==> config.mk <==
export PLATFORM = sky130hd
export DESIGN_NAME = hazard_ctrl
export DESIGN_NICKNAME = d
export VERILOG_FILES = /design/src/rtl/hazard_pkg.sv /design/src/rtl/hazard_ctrl_fwd_select.sv /design/src/rtl/hazard_ctrl.sv
export SDC_FILE = /design/constraint.sdc
export NUM_CORES = 1
export LEC_CHECK = 0
export CAP_MARGIN = 0
export CORE_MARGIN = 1
export CORE_UTILIZATION = 51
export CTS_CLUSTER_DIAMETER = 200
export DETAILED_ROUTE_END_ITERATION = 6
export PLACE_DENSITY = 0.87
export REMOVE_ABC_BUFFERS = 1
export SLEW_MARGIN = 10
export SYNTH_ARGS = -nofsm -noshare
export SYNTH_HDL_FRONTEND = slang
export SYNTH_SLANG_ARGS = --single-unit
export TNS_END_PERCENT = 100
==> constraint.sdc <==
create_clock -name clk_i -period 2.19 [get_ports clk_i]
set_input_delay 0.438 -clock clk_i [delete_from_list [all_inputs] [get_ports clk_i]]
set_output_delay 0.438 -clock clk_i [all_outputs]
set_load 0.01 [all_outputs]
==> src/rtl/hazard_pkg.sv <==
// Shared encodings and scoreboard types for the pipeline hazard controller.
package hazard_pkg;

  localparam logic [1:0] WSRC_ALU = 2'd0;
  localparam logic [1:0] WSRC_MEM = 2'd1;
  localparam logic [1:0] WSRC_PC4 = 2'd2;
  localparam logic [1:0] WSRC_IMM = 2'd3;

  localparam logic [1:0] FWD_RF = 2'b00;
  localparam logic [1:0] FWD_W  = 2'b01;
  localparam logic [1:0] FWD_M  = 2'b10;

  typedef enum logic [1:0] {
    ST_RUN     = 2'd0,
    ST_LDSTALL = 2'd1,
    ST_FLUSH   = 2'd2,
    ST_MEMWAIT = 2'd3
  } state_t;

  typedef struct packed {
    logic       valid;
    logic [4:0] rd;
    logic       reg_write;
    logic [1:0] wsrc;
  } sb_entry_t;

  localparam sb_entry_t SB_BUBBLE = '0;

  // Entry whose result is not available from the ALU path one stage later.
  function automatic logic produces_late(sb_entry_t e);
    return e.valid && e.reg_write && (e.rd != 5'd0) && (e.wsrc != WSRC_ALU);
  endfunction

endpackage

==> src/rtl/hazard_ctrl_fwd_select.sv <==
// Per-operand forwarding comparator: M has priority over W, x0 never forwards.
module fwd_select
  import hazard_pkg::*;
(
  input  logic [4:0] rs_i,
  input  logic       m_valid_i,
  input  logic       m_reg_write_i,
  input  logic [4:0] m_rd_i,
  input  logic       m_alu_i,
  input  logic       w_valid_i,
  input  logic       w_reg_write_i,
  input  logic [4:0] w_rd_i,
  output logic [1:0] fwd_o
);

  logic m_hit;
  logic w_hit;

  // Select the youngest producer that can supply a valid operand value.
  always_comb begin
    m_hit = m_valid_i && m_reg_write_i && (m_rd_i != 5'd0) && (m_rd_i == rs_i) && m_alu_i;
    w_hit = w_valid_i && w_reg_write_i && (w_rd_i != 5'd0) && (w_rd_i == rs_i);
    fwd_o = FWD_RF;
    if (m_hit) begin
      fwd_o = FWD_M;
    end else if (w_hit) begin
      fwd_o = FWD_W;
    end
  end

endmodule

==> src/rtl/hazard_ctrl.sv <==
// Pipeline hazard controller: shadow E/M/W scoreboard, forwarding, stalls, flushes.
module hazard_ctrl
  import hazard_pkg::*;
(
  input  logic        clk_i,
  input  logic        rst_ni,
  input  logic [4:0]  rs1D_i,
  input  logic [4:0]  rs2D_i,
  input  logic [4:0]  rdD_i,
  input  logic        RegWriteD_i,
  input  logic [1:0]  WriteSrcD_i,
  input  logic        PCsrcM_i,
  input  logic        mem_busy_i,
  output logic [1:0]  ForwardAE_o,
  output logic [1:0]  ForwardBE_o,
  output logic        StallF_o,
  output logic        StallD_o,
  output logic        StallE_o,
  output logic        StallM_o,
  output logic        FlushD_o,
  output logic        FlushE_o,
  output logic        FlushM_o,
  output logic [1:0]  state_o,
  output logic [31:0] stall_cnt_o
);

  sb_entry_t   e_q, e_d, m_q, m_d;
  logic [4:0]  e_rs1_q, e_rs1_d, e_rs2_q, e_rs2_d;
  // W only needs the match fields: ResultW already covers every write-back source.
  logic        w_valid_q, w_valid_d, w_rw_q, w_rw_d;
  logic [4:0]  w_rd_q, w_rd_d;
  state_t      state_q, state_d;
  logic [31:0] cnt_q, cnt_d;
  logic        use_hazard;
  logic        freeze;

  fwd_select u_fwd_a (
    .rs_i          (e_rs1_q),
    .m_valid_i     (m_q.valid),
    .m_reg_write_i (m_q.reg_write),
    .m_rd_i        (m_q.rd),
    .m_alu_i       (m_q.wsrc == WSRC_ALU),
    .w_valid_i     (w_valid_q),
    .w_reg_write_i (w_rw_q),
    .w_rd_i        (w_rd_q),
    .fwd_o         (ForwardAE_o)
  );

  fwd_select u_fwd_b (
    .rs_i          (e_rs2_q),
    .m_valid_i     (m_q.valid),
    .m_reg_write_i (m_q.reg_write),
    .m_rd_i        (m_q.rd),
    .m_alu_i       (m_q.wsrc == WSRC_ALU),
    .w_valid_i     (w_valid_q),
    .w_reg_write_i (w_rw_q),
    .w_rd_i        (w_rd_q),
    .fwd_o         (ForwardBE_o)
  );

  // Prioritised control decode and next scoreboard contents.
  always_comb begin
    use_hazard = produces_late(e_q) && ((e_q.rd == rs1D_i) || (e_q.rd == rs2D_i));

    state_d  = ST_RUN;
    StallF_o = 1'b0;
    StallD_o = 1'b0;
    StallE_o = 1'b0;
    StallM_o = 1'b0;
    FlushD_o = 1'b0;
    FlushE_o = 1'b0;
    FlushM_o = 1'b0;

    if (mem_busy_i) begin
      state_d  = ST_MEMWAIT;
      StallF_o = 1'b1;
      StallD_o = 1'b1;
      StallE_o = 1'b1;
      StallM_o = 1'b1;
    end else if (PCsrcM_i) begin
      state_d  = ST_FLUSH;
      FlushD_o = 1'b1;
      FlushE_o = 1'b1;
      FlushM_o = 1'b1;
    end else if (use_hazard) begin
      state_d  = ST_LDSTALL;
      StallF_o = 1'b1;
      StallD_o = 1'b1;
      FlushE_o = 1'b1;
    end

    freeze = (state_d == ST_MEMWAIT);

    e_d       = e_q;
    e_rs1_d   = e_rs1_q;
    e_rs2_d   = e_rs2_q;
    m_d       = m_q;
    w_valid_d = w_valid_q;
    w_rw_d    = w_rw_q;
    w_rd_d    = w_rd_q;

    if (!freeze) begin
      w_valid_d = m_q.valid;
      w_rw_d    = m_q.reg_write;
      w_rd_d    = m_q.rd;
      m_d       = FlushM_o ? SB_BUBBLE : e_q;
      // FlushE_o already covers the load-use bubble case.
      if (FlushE_o) begin
        e_d     = SB_BUBBLE;
        e_rs1_d = 5'd0;
        e_rs2_d = 5'd0;
      end else begin
        e_d.valid     = 1'b1;
        e_d.rd        = rdD_i;
        e_d.reg_write = RegWriteD_i;
        e_d.wsrc      = WriteSrcD_i;
        e_rs1_d       = rs1D_i;
        e_rs2_d       = rs2D_i;
      end
    end

    cnt_d = cnt_q;
    if (StallF_o || StallD_o || StallE_o || StallM_o) begin
      cnt_d = cnt_q + 32'd1;
    end
  end

  // State, scoreboard and counter registers.
  always_ff @(posedge clk_i or negedge rst_ni) begin
    if (!rst_ni) begin
      state_q   <= ST_RUN;
      e_q       <= SB_BUBBLE;
      e_rs1_q   <= '0;
      e_rs2_q   <= '0;
      m_q       <= SB_BUBBLE;
      w_valid_q <= 1'b0;
      w_rw_q    <= 1'b0;
      w_rd_q    <= '0;
      cnt_q     <= '0;
    end else begin
      state_q   <= state_d;
      e_q       <= e_d;
      e_rs1_q   <= e_rs1_d;
      e_rs2_q   <= e_rs2_d;
      m_q       <= m_d;
      w_valid_q <= w_valid_d;
      w_rw_q    <= w_rw_d;
      w_rd_q    <= w_rd_d;
      cnt_q     <= cnt_d;
    end
  end

  assign state_o     = state_q;
  assign stall_cnt_o = cnt_q;

endmodule

==> results.ini <==
[yosys]
syn-cell-area_um2 = 3330
async_flop_share_pct = 100
synth_top_cells_by_area = dfrtp_1 52%, xnor2_1 11%, xor2_1 5.3%, a22o_1 4.7%, nand4_1 3.0%
synth_top_area_share_pct = 51.9
syn_inst = 287
synthFlopType = dfrtp_1
yosysWarningCount = 0
synth-seq-cells = 69
seq_area_frac_synth_pct = 51.9
synth_edf_count = 0
synth_top_cells_by_count = 69 x dfrtp_1, 41 x xnor2_1, 20 x xor2_1
ys_types = 37
synth_top_cell_by_area = dfrtp_1
syn_avg_cell_area_um2 = 11.6
synth_most_common_cell = dfrtp_1

[placement]
dp_cells = 450
hpwlAfterDp_um = 5510
gp_routability_congestion = 0.877
place_ws_ns = -0.575
io_buffers = 66

[worst_setup_path]
path_buf_inv = 1
r2r_end = stall_cnt_o[1]
crit_path_start = m_q[3]
rr_worst_depth = 8
slowest_stage = or4_4
endpoint = ForwardAE_o[0]
path_max_fanout = 2
required_ns = 1.75
cpPeakStageDelay_ns = 0.55
cp.arrival_ns = 1.94
critical_path_depth = 5
start_kind = flip-flop
crit_path_end_kind = output port
crit_chain = or4_4 -> o21ai_4 -> nor4_4 -> nor4_1 -> buf_2
reg2reg_slack_ns = 0.10
critPathKind = flip-flop to output port
cp_top_family = simple AND/OR/NAND/NOR gates
r2r_start = e_q[7]

[timing]
setup_viol = 7
final.min_clock_period_ns = 2.38
fmax_mhz = 420
hold_viol = 0
rsz0062_at_grt = true
fin_skew_ns = 0.00612
final.setup.tns_ns = -0.754
tightest_slew_ns = 0.493
finalMaxSlewViolations = 0
period_share_pct = 109
slew_headroom_pct = 67.0
fin_ws_ns = -0.192

[detailed_routing]
wl_per_cell_um = 17.1
route.detailed.drc = 0
drt_iter0_markers = 155
drt-vias-per-instance = 5.55
vias = 2616
totalWireLength_um = 8050
drt-pass1-iter-count = 4
ant_nets = 0

[status]
failed_checks = negative setup slack
status = finished with violations

[grt]
top_usage_layer = met2
grt_max_degree = 70
antenna_found_initial = 0
grt_pass1_wl_um = 12900
grt_remaining_overflow = 0
grt_pass1_vias = 2632
grt.total_usage_pct = 26.3
grt_use_met2_pct = 43.5
grt_use_met3_pct = 4.73
gr-usage-met1_pct = 32.8

[layout]
nNetsFinal = 412
syn2layout_area_growth_pct = 38.5
fin_cells = 471
drive_above_1_share_pct = 24.6
diodes = 0
fill_cells = 449
seq_area_um2 = 1730
multiInputGateArea_um2 = 1580

[clock_network]
cts_buffer_depth = 2
cts_tree = built
cts-root-buf = clkbuf_8
h-tree-depth = 3
clock-sinks = 69
cts_hold_buf = 0
clk_pin_slew_worst_paths_ns = 0.07
insertion_delay_ns = 0.35
cts_buffers = 9

[die]
die-area_um2 = 6850
pin_count = 67
die_y_um = 82.8
die_width_um = 82.8
core_area_um2 = 6310
start_util_pct = 52.7
num_rows = 29

[power_and_ir_drop]
power.density_nw_per_um2 = 739
p_leak_nw = 2.16
ir_drop_uv = 770

[run]
cap_violations = 0

[worst_hold_path]
min_path_type = input port to async pin

[worst min path at each step]
stage | start | slack, ns | to | cells past startpoint
after global routing | rst_ni | 0.13 | e_rs1_q[0] | 2
after CTS | rst_ni | 0.11 | e_q[0] | 2
final | rst_ni | 0.10 | e_rs1_q[0] | 2
after floorplan | rst_ni | 0.14 | e_q[0] | 0
after global placement | stall_cnt_o[31] | 0.46 | stall_cnt_o[31] | 1
after detailed placement | stall_cnt_o[23] | 0.48 | stall_cnt_o[23] | 1
[flip-flops by register name (all words and copies together) (netlist names)]
register / count
m_q: 9
state_o: 2
e_q: 9
stall_cnt_o: 32
w_rw_q: 1
e_rs1_q: 5
w_valid_q: 1
w_rd_q: 5
e_rs2_q: 5
[layer usage]
metal  vias to the layer above  wire length, µm
met5                         -                0
met4                         0              194
met3                        20              420
met2                        84             4030
met1                      1297             3400
li1                       1215                -
[layout by cell type, fill, tap and decap left out, types with 2 or more instances in the layout]
cell type        instances
dfrtp_2                  2
buf_4                   41
a22o_1                  18
buf_6                    3
clkdlybuf4s50_1         49
nand2_1                 19
o21ai_0                  9
xor2_1                  20
nor4_4                   2
and2_1                   2
nand2b_1                10
nand4_1                 16
nand3_1                 12
nand3_2                  2
nor3_2                   4
and4_1                   4
xnor2_1                 41
bufinv_16                3
and3_1                   7
nor2_1                   5
mux2_2                   8
buf_2                    6
dfrtp_1                 67
o41ai_4                  2
clkbuf_8                 9
dlygate4sd2_1            9
[area by class of cell]
class	instances	area share, %
flip-flops and latches	69	37.5
multi-input cells	199	34.3
repair buffers	109	20.9
clock buffers	10	2.77
clock inverters	6	2.42
well taps	77	2.09
inverters	1	0.0815
[timing repair]
| item | in CTS | in global routing |
|---|---|---|
| setup buffers | 4 | 1 |
| endpoints found under the setup margin | 9 | 28 |
| resized for setup | 46 | 12 |
| pin swaps | 12 | 3 |
[through the flow]
step	hold WS [ns]	power, mW	cell area, µm²	util, %
2_1_floorplan	0.142	1.79	3220	-
3_3_place_gp	0.462	2.12	4270	67.7
3_5_place_dp	0.482	2.14	4270	67.7
4_1_cts	0.110	3.41	4560	72.2
5_1_grt	0.134	3.54	4610	73.0
6_report	0.103	3.40	4610	73.0
[kinds of logic after synthesis]
kind of cell / after synthesis / share of synthesized area [%]
flip-flops: 69 / 51.9
buffers and inverters: 19 / 3.20
adder cells (fa/ha/maj): 1 / 0.376
multiplexers: 8 / 2.71
AND/OR/NAND/NOR: 93 / 16.1
XOR/XNOR: 61 / 16.1
AO/OA/AOI/OAI: 36 / 9.67
[power by group]
part           switching [mW]  internal [mW]  total (mW)
Sequential              0.133           1.39        1.52
Clock                   0.498          0.757        1.25
Combinational           0.279          0.352       0.631
(Power assumes the default switching activity.)
